==> src/rtl/fifo_arb_pkg.sv <==
// Shared types and width helpers for the FIFO write arbiter.
// State encoding plus the burst-counter and requester-index width functions.
package fifo_arb_pkg;

    typedef enum logic [0:0] {
        StIdle  = 1'b0,
        StBurst = 1'b1
    } arb_state_e;

    // burst_cnt must be able to hold MAX_BURST itself without wrapping
    function automatic int unsigned cnt_width(input int unsigned max_burst);
        return $clog2(max_burst) + 1;
    endfunction

    function automatic int unsigned idx_width(input int unsigned num_req);
        return (num_req > 1) ? $clog2(num_req) : 1;
    endfunction

endpackage

==> src/rtl/rr_pick.sv <==
// Combinational round-robin picker: first asserted request strictly after
// last_grant, searching in ascending order with wrap-around.
module rr_pick
    import fifo_arb_pkg::*;
#(
    parameter int unsigned NUM_REQ = 4,
    parameter int unsigned IdxW    = idx_width(NUM_REQ)
) (
    input  logic [NUM_REQ-1:0] req,
    input  logic [IdxW-1:0]    last_grant,
    output logic [NUM_REQ-1:0] pick,
    output logic               valid
);

    logic [IdxW-1:0] idx;

    always_comb begin
        pick  = '0;
        valid = 1'b0;
        idx   = '0;
        // Offset NUM_REQ revisits last_grant itself, so a lone requester can re-win.
        for (int k = 1; k <= int'(NUM_REQ); k++) begin
            idx = IdxW'((int'(last_grant) + k) % int'(NUM_REQ));
            if (!valid && req[idx]) begin
                pick[idx] = 1'b1;
                valid     = 1'b1;
            end
        end
    end

endmodule

==> src/rtl/fifo_write_arbiter.sv <==
// Round-robin arbiter granting bounded write bursts from several requesters
// into a single FIFO write port.
module fifo_write_arbiter
    import fifo_arb_pkg::*;
#(
    parameter int unsigned fifo_depth = 16,
    parameter int unsigned DATA_WIDTH = 8,
    parameter int unsigned NUM_REQ    = 4,
    parameter int unsigned MAX_BURST  = 4
) (
    input  logic                          wclk,
    input  logic                          wrst,
    input  logic [NUM_REQ-1:0]            req,
    input  logic [NUM_REQ*DATA_WIDTH-1:0] req_data,
    input  logic                          full,
    output logic [NUM_REQ-1:0]            grant,
    output logic                          wen,
    output logic [DATA_WIDTH-1:0]         wdata,
    output logic [NUM_REQ-1:0]            accept,
    output logic                          busy
);

    localparam int unsigned CntW = cnt_width(MAX_BURST);
    localparam int unsigned IdxW = idx_width(NUM_REQ);
    // A burst can never usefully exceed the FIFO depth.
    localparam int unsigned BurstLimit = (MAX_BURST < fifo_depth) ? MAX_BURST : fifo_depth;

    arb_state_e          state_q, state_d;
    logic [NUM_REQ-1:0]  grant_q, grant_d;
    logic [IdxW-1:0]     last_q, last_d;
    logic [CntW-1:0]     cnt_q, cnt_d;

    logic [NUM_REQ-1:0]  pick;
    logic                pick_valid;
    logic [IdxW-1:0]     g_idx;
    logic                req_g;
    logic                active;
    logic                wen_int;
    logic                burst_end;

    rr_pick #(
        .NUM_REQ (NUM_REQ),
        .IdxW    (IdxW)
    ) u_rr_pick (
        .req        (req),
        .last_grant (last_q),
        .pick       (pick),
        .valid      (pick_valid)
    );

    always_comb begin
        g_idx = '0;
        for (int i = 0; i < int'(NUM_REQ); i++) begin
            if (grant_q[i]) begin
                g_idx = IdxW'(i);
            end
        end
    end

    // Reset gates the outputs combinationally so the reset cycle never writes.
    assign active    = (state_q == StBurst) && !wrst;
    assign req_g     = |(req & grant_q);
    assign wen_int   = active && req_g && !full;
    assign burst_end = (cnt_q == CntW'(BurstLimit - 1));

    always_comb begin
        state_d = state_q;
        grant_d = grant_q;
        last_d  = last_q;
        cnt_d   = cnt_q;
        unique case (state_q)
            StIdle: begin
                if (pick_valid) begin
                    state_d = StBurst;
                    grant_d = pick;
                    cnt_d   = '0;
                end
            end
            StBurst: begin
                if (!req_g || (wen_int && burst_end)) begin
                    state_d = StIdle;
                    grant_d = '0;
                    last_d  = g_idx;
                end else if (wen_int) begin
                    cnt_d = cnt_q + CntW'(1);
                end
            end
            default: begin
                state_d = StIdle;
                grant_d = '0;
            end
        endcase
    end

    always_ff @(posedge wclk) begin
        if (wrst) begin
            state_q <= StIdle;
            grant_q <= '0;
            last_q  <= IdxW'(NUM_REQ - 1);
            cnt_q   <= '0;
        end else begin
            state_q <= state_d;
            grant_q <= grant_d;
            last_q  <= last_d;
            cnt_q   <= cnt_d;
        end
    end

    assign grant  = wrst ? '0 : grant_q;
    assign busy   = active;
    assign wen    = wen_int;
    assign wdata  = active ? req_data[g_idx*DATA_WIDTH +: DATA_WIDTH] : '0;
    assign accept = wen_int ? grant_q : '0;

endmodule

==> config.mk <==
export PLATFORM = sky130hd
export DESIGN_NAME = fifo_write_arbiter
export DESIGN_NICKNAME = d
export VERILOG_FILES = /design/src/rtl/fifo_arb_pkg.sv /design/src/rtl/rr_pick.sv /design/src/rtl/fifo_write_arbiter.sv
export SDC_FILE = /design/constraint.sdc
export NUM_CORES = 1
export LEC_CHECK = 0
export BUFFER_PORTS_ARGS = -buffer_cell sky130_fd_sc_hd__buf_2
export CAP_MARGIN = 10
export CORE_UTILIZATION = 40
export DETAILED_ROUTE_END_ITERATION = 6
export PLACE_DENSITY_LB_ADDON = 0.08
export SYNTH_ARGS = -nofsm -noshare
export SYNTH_HDL_FRONTEND = slang
export SYNTH_SLANG_ARGS = --single-unit
==> constraint.sdc <==
create_clock -name wclk -period 7.6 [get_ports wclk]
set_clock_uncertainty 0.1 [all_clocks]
set_input_delay 0 -clock wclk [delete_from_list [all_inputs] [get_ports wclk]]
set_output_delay 0 -clock wclk [all_outputs]
set_load 0.03 [all_outputs]
---- Word level (Yosys, flattened, before mapping) ----
Cells that the tools add are included.
Widths: inputs -> output; s select.
word-level totals
  register bits ........................... 10
  latch bits .............................. 0
  bits in writable memories ............... 0
  bits in read-only memories .............. 0
  input port bits ......................... 39
  output and inout port bits .............. 18
  word-level logic and storage cells ...... 90
  memories kept ........................... 0
cells by class
  $add $sub $neg .......................... 5
  multiply operators ...................... 0
  div/mod/pow operators ................... 0
  $lt $le $gt $ge ......................... 8
  equal/unequal tests ..................... 5
  shifts and indexed selects .............. 1
  mux-type cells .......................... 40
  bitwise operators ....................... 5
  reduce and logical (&&, ||, !) cells .... 22
operator list
  kind                 number
  $mux 4               8
  $shiftx 32x6->8      1
  $mux 1               15
  $lt 2x3->1 const B   4
  $or 4x4->4           3
  $logic_and 1x1->1    11
  $mux 3               3
  $bmux 1 s2           4
  $demux 1 s2          4
  $ge 2x1->1 const B   4
  $mux 8               1
  $pmux 4 s2           1
  $logic_not 1->1      6
  $pmux 3 s2           1
  $add 2x1->2 const B  2
  $add 2x2->2 const B  2
  $and 4x4->4          1
  $mux 2               2
  $ne 2x1->1 const B   2
  $ne 2x2->1 const B   2
  $reduce_and 2->1     2
  $reduce_or 4->1      1
  $add 3x1->3 const B  1
  $eq 3x2->1 const B   1
  other kinds (4)      4

---- Depth between registers and ports, before layout ----
  word-level depth ........................ 15
  gate-level depth with buffers ........... 9
  gate-level depth less buffers ........... 6

---- By module ----
A second synthesis with hierarchy kept.
second synthesis, totals
  cells, all modules ...................... 172
  area total of the unflattened synthesis .. 1403.8 um2
modules (own cells, without submodules)
  module              times used  cells an instance  area an instance (um2)
  fifo_write_arbiter  1           124                988.4
  rr_pick             1           48                 415.4

---- Worst setup path after synthesis ----
Ideal clock, no wire load.
  path kind ............................... flip-flop to flip-flop
  from .................................... reg last_q[0]
  to ...................................... reg grant_q[1]
  arrival ................................. 2312 ps
  data required time ...................... 7369 ps
  path slack .............................. 5058 ps
  stages on the path, launching flop included .. 10
  path buffers ............................ 3
  clock period less this slack ............ 2542 ps
  cells stage by stage .................... dfxtp_1 buf_6 clkbuf_1 inv_1 ha_1 clkbuf_1 mux4_2 a31o_1 a221oi_1 o211ai_1
on the way
  longest elaborated chain between the ends .. 15
  elaborated cells on any way between the ends .. 53
  those cells by class .................... 4 x add/sub; 8 x order compare; 1 x eq/ne; 26 x mux; 3 x bitwise; 11 x reduce/logical
ends and longest elaborated chain
  what                                                                 RTL line                   text
  from (decl)                                                          fifo_write_arbiter.sv:30   logic [IdxW-1:0] last_q, last_d;
  from (signal assigned)                                               fifo_write_arbiter.sv:99   last_q <= IdxW'(NUM_REQ - 1);
  from (signal assigned)                                               fifo_write_arbiter.sv:104  last_q <= last_d;
  parallel branches: the longest is 15 deep, another holds $lt 2x3->1  -
  to (signal assigned)                                                 fifo_write_arbiter.sv:103  grant_q <= grant_d;
  to (decl)                                                            fifo_write_arbiter.sv:29   logic [NUM_REQ-1:0] grant_q, grant_d;
Parallel ways; which one is timed is not known. The select of a mux whose other input is x is not followed.
A chain may end at the register's enable or synchronous reset.

---- Worst setup path in the final report ----
  from .................................... reg last_q[0]
  to ...................................... reg grant_q[2]
The elaborated chain is that of the path after synthesis.

==> results.txt <==
Status - finished, final reports clean
Mux contribution to synthesized area - 0.2092
Crit-path max cell delay - 760 ps
DR vias/cell - 5.511
Largest family of logic cells by synthesized area - compound AO/OA/AOI/OAI gates
Metal2 WL - 1761 um
Final cycle utilization of the critical path - 0.3587
Synth cell count leaders - 21 x mux2i_1, 19 x o21ai_0, 13 x nand2_1, 12 x nor2_1
Hold WC Path Type - input port to register
Most numerous cell in the Yosys netlist - mux2i_1
Worst-path cell chain - inv_1 -> ha_1 -> mux2i_1 -> o22ai_1 -> a221oi_1 -> o211ai_1
I/O Buffers - 56
Final hold violation count - 0
Synth Area in XOR/XNOR - 0
Core Region - 0.003153 mm2
Critical Path End Type - register
DRC Markers - 0
DIE AREA - 0.003692 mm2
Required time of the critical path - 7650 ps
Netlist Area Pre-Place - 0.001381 mm2
Largest area contributor in the netlist - mux2i_1
Synth area leaders - mux2i_1 15%, dfxtp_1 14%, ha_1 9.1%, o21ai_0 6.9%, o211ai_1 4.3%
Vias in the first global route - 1277
Peak VDD IR - 0.00008325 V
Top Metal Used - met4
Synth Area in Simple Gates - 0.1984
TNS Setup - 0 ps
Max-cap violations - 0
Post-synth cell types - 40
Adder-cell share of the synthesized area - 0.09058
Layout area overhead - 23.01%
Routed wire length per instance - 14.06 um
Post-route ant nets - 0
Clock Latency Late Sink - 270 ps
CP max FO - 21
Clock Sinks - 10
Top Ports - 57
H-tree depth reported by CTS - 1
Initial antenna violation count - 0
Syn_nets - 220
DP Area - 0.001643 mm2
Leakage - 0.7299 nW
Max Slew Vio Count - 0
Pre-antenna DRT Iters - 4
CTS buffer count - 3
Wire length on met1 - 1668 um
Relative slew margins - 0.5540
RSZ-0062 raised after global routing - no
Largest net degree at the start of global routing - 22
GRT overflow - 0
EDFF count, synth - 0
Wire length of the first global-routing pass - 5809 um
Synth top area share - 0.1522
Filler cells - 312
Overall die width - 60.77 um
Clock Pin Slew Worst Setup and Hold Paths - 80 ps
Routed WL - 3685 um
Syn Area/Cell - 8.078 um2
1st-iter DRT viols - 46
Crit path arrival time - 2780 ps
Site row count - 20
Compound-cell area share of the yosys netlist - 0.2899
Finished Core Util - 0.5389
Least-Margin Pin Slew - 668.1 ps
Final Instance Area - 0.001699 mm2
Synth Instances - 171
Via count - 1444
Ys flop type - dfxtp_1
All-layer global routing usage - 0.2112
Clock root buffer - clkbuf_4
Ys Warns - 0
CTS tree - built
Clk buf depth - 2
Met3 WL post-DR - 230 um
Power density cells - 226.9 mW/mm2
Sequential fraction of the synthesis area - 0.1449
Final setup viols - 0
Initial core utilization - 0.4381
Die height - 60.77 um
Post-synth ARST share - 0
Flops & latches, synth - 10
FMAX - 0.3668 GHz
Critical path type - register to register
Fin crit period - 2726 ps
Crit-path slowest cell - dfxtp_1
# diodes - 0
RePlAce Congestion - 0.8486
Critical Path Source Type - register
Layout cells sized above 1 - 0.3257
Nets - 268
Post-DP HPWL - 2812 um
through the flow:
stage	std cells	hold WS [ps]	setup slack, ps	power (W)
5_1_grt	262	104.1	4687	0.0004187
6_report	262	94.22	4874	0.0003856
4_1_cts	262	85.89	4918	0.0003858
2_1_floorplan	171	32.56	5058	0.0002861
3_3_place_gp	256	219.0	5038	0.0003316
3_5_place_dp	256	245.5	4943	0.0003342
cell families after synthesis:
logic type	count (synthesis)
multiplexers	27
buffers and inverters	20
adder cells (fa/ha/maj)	10
AND/OR/NAND/NOR	51
flip-flops	10
AO/OA/AOI/OAI	53
path summary, 6_finish.rpt:
check / depth (start not counted) / slack [ps] / to / start
worst min-delay path: 4 / 90 / cnt_q[2]$_SDFFE_PP0P_ / full
worst max register to register: 6 / 4870 / grant_q[2]$_SDFFE_PP0P_ / last_q[0]$_SDFFE_PP1P_
worst min register to register: 3 / 470 / cnt_q[2]$_SDFFE_PP0P_ / cnt_q[2]$_SDFFE_PP0P_
worst max-delay path: 6 / 4870 / grant_q[2]$_SDFFE_PP0P_ / last_q[0]$_SDFFE_PP1P_
where the power goes:
part | internal (W) | total (W) | leakage, nW | switching (W)
Sequential | 0.0000634 | 0.000108 | 0.0820 | 0.0000443
Combinational | 0.000107 | 0.000227 | 0.627 | 0.000120
Clock | 0.0000291 | 0.0000504 | 0.0210 | 0.0000213
Total | 0.000200 | 0.000386 | 0.730 | 0.000186
per-layer routing:
layer  track usage  vias to the layer above
met5             0                        -
met4       0.06494                        0
met3       0.04264                        4
met2        0.3532                       64
met1        0.2734                      652
li1              -                      724
layout by cell type, fill, tap and decap left out, drive strengths merged, types with 3 or more instances in the layout:
cell / Yosys / final
o211ai: 8 / 8
nor2: 12 / 12
buf: 8 / 56
inv: 5 / 5
mux2i: 21 / 21
ha: 10 / 10
o21ai: 19 / 19
nand2b: 5 / 5
clkbuf: 7 / 4
nor3: 3 / 3
nand2: 13 / 13
a31o: 4 / 4
a221oi: 4 / 4
dfxtp: 10 / 10
and2: 5 / 5
o22ai: 4 / 4
nor2b: 4 / 4
mux2: 5 / 5
a21o: 4 / 4
final cells by class:
cell class | count | area (um2) | share of cell area
Clock buffer | 4 | 36.28 | 0.02135
Inverter | 5 | 18.77 | 0.01105
Multi-Input combinational cell | 141 | 1089 | 0.6406
Sequential cell | 10 | 200.2 | 0.1178
Tap cell | 44 | 55.05 | 0.03240
Timing Repair Buffer | 58 | 300.3 | 0.1767
repair_timing:
item | in CTS | in global routing
endpoints found under the setup margin | 0 | 0
resized for setup | 0 | 0
setup buffers | 0 | 0
hold buffers | 2 | 0
endpoints found under the hold margin | 4 | 0
critical path, delay by kind of cell, from the launching register on:
kind,cells,cell delay [ps]
buf+inv,1,240
mux,1,380
fa+ha+maj,1,490
compound gates,3,640
flops,1,760
sequential cells by signal, summed over array words and instances, names as in the netlist:
| name | flops |
|---|---|
| cnt_q | 3 |
| grant_q | 4 |
| state_q | 1 |
| last_q | 2 |
(Power assumes the default switching activity.)
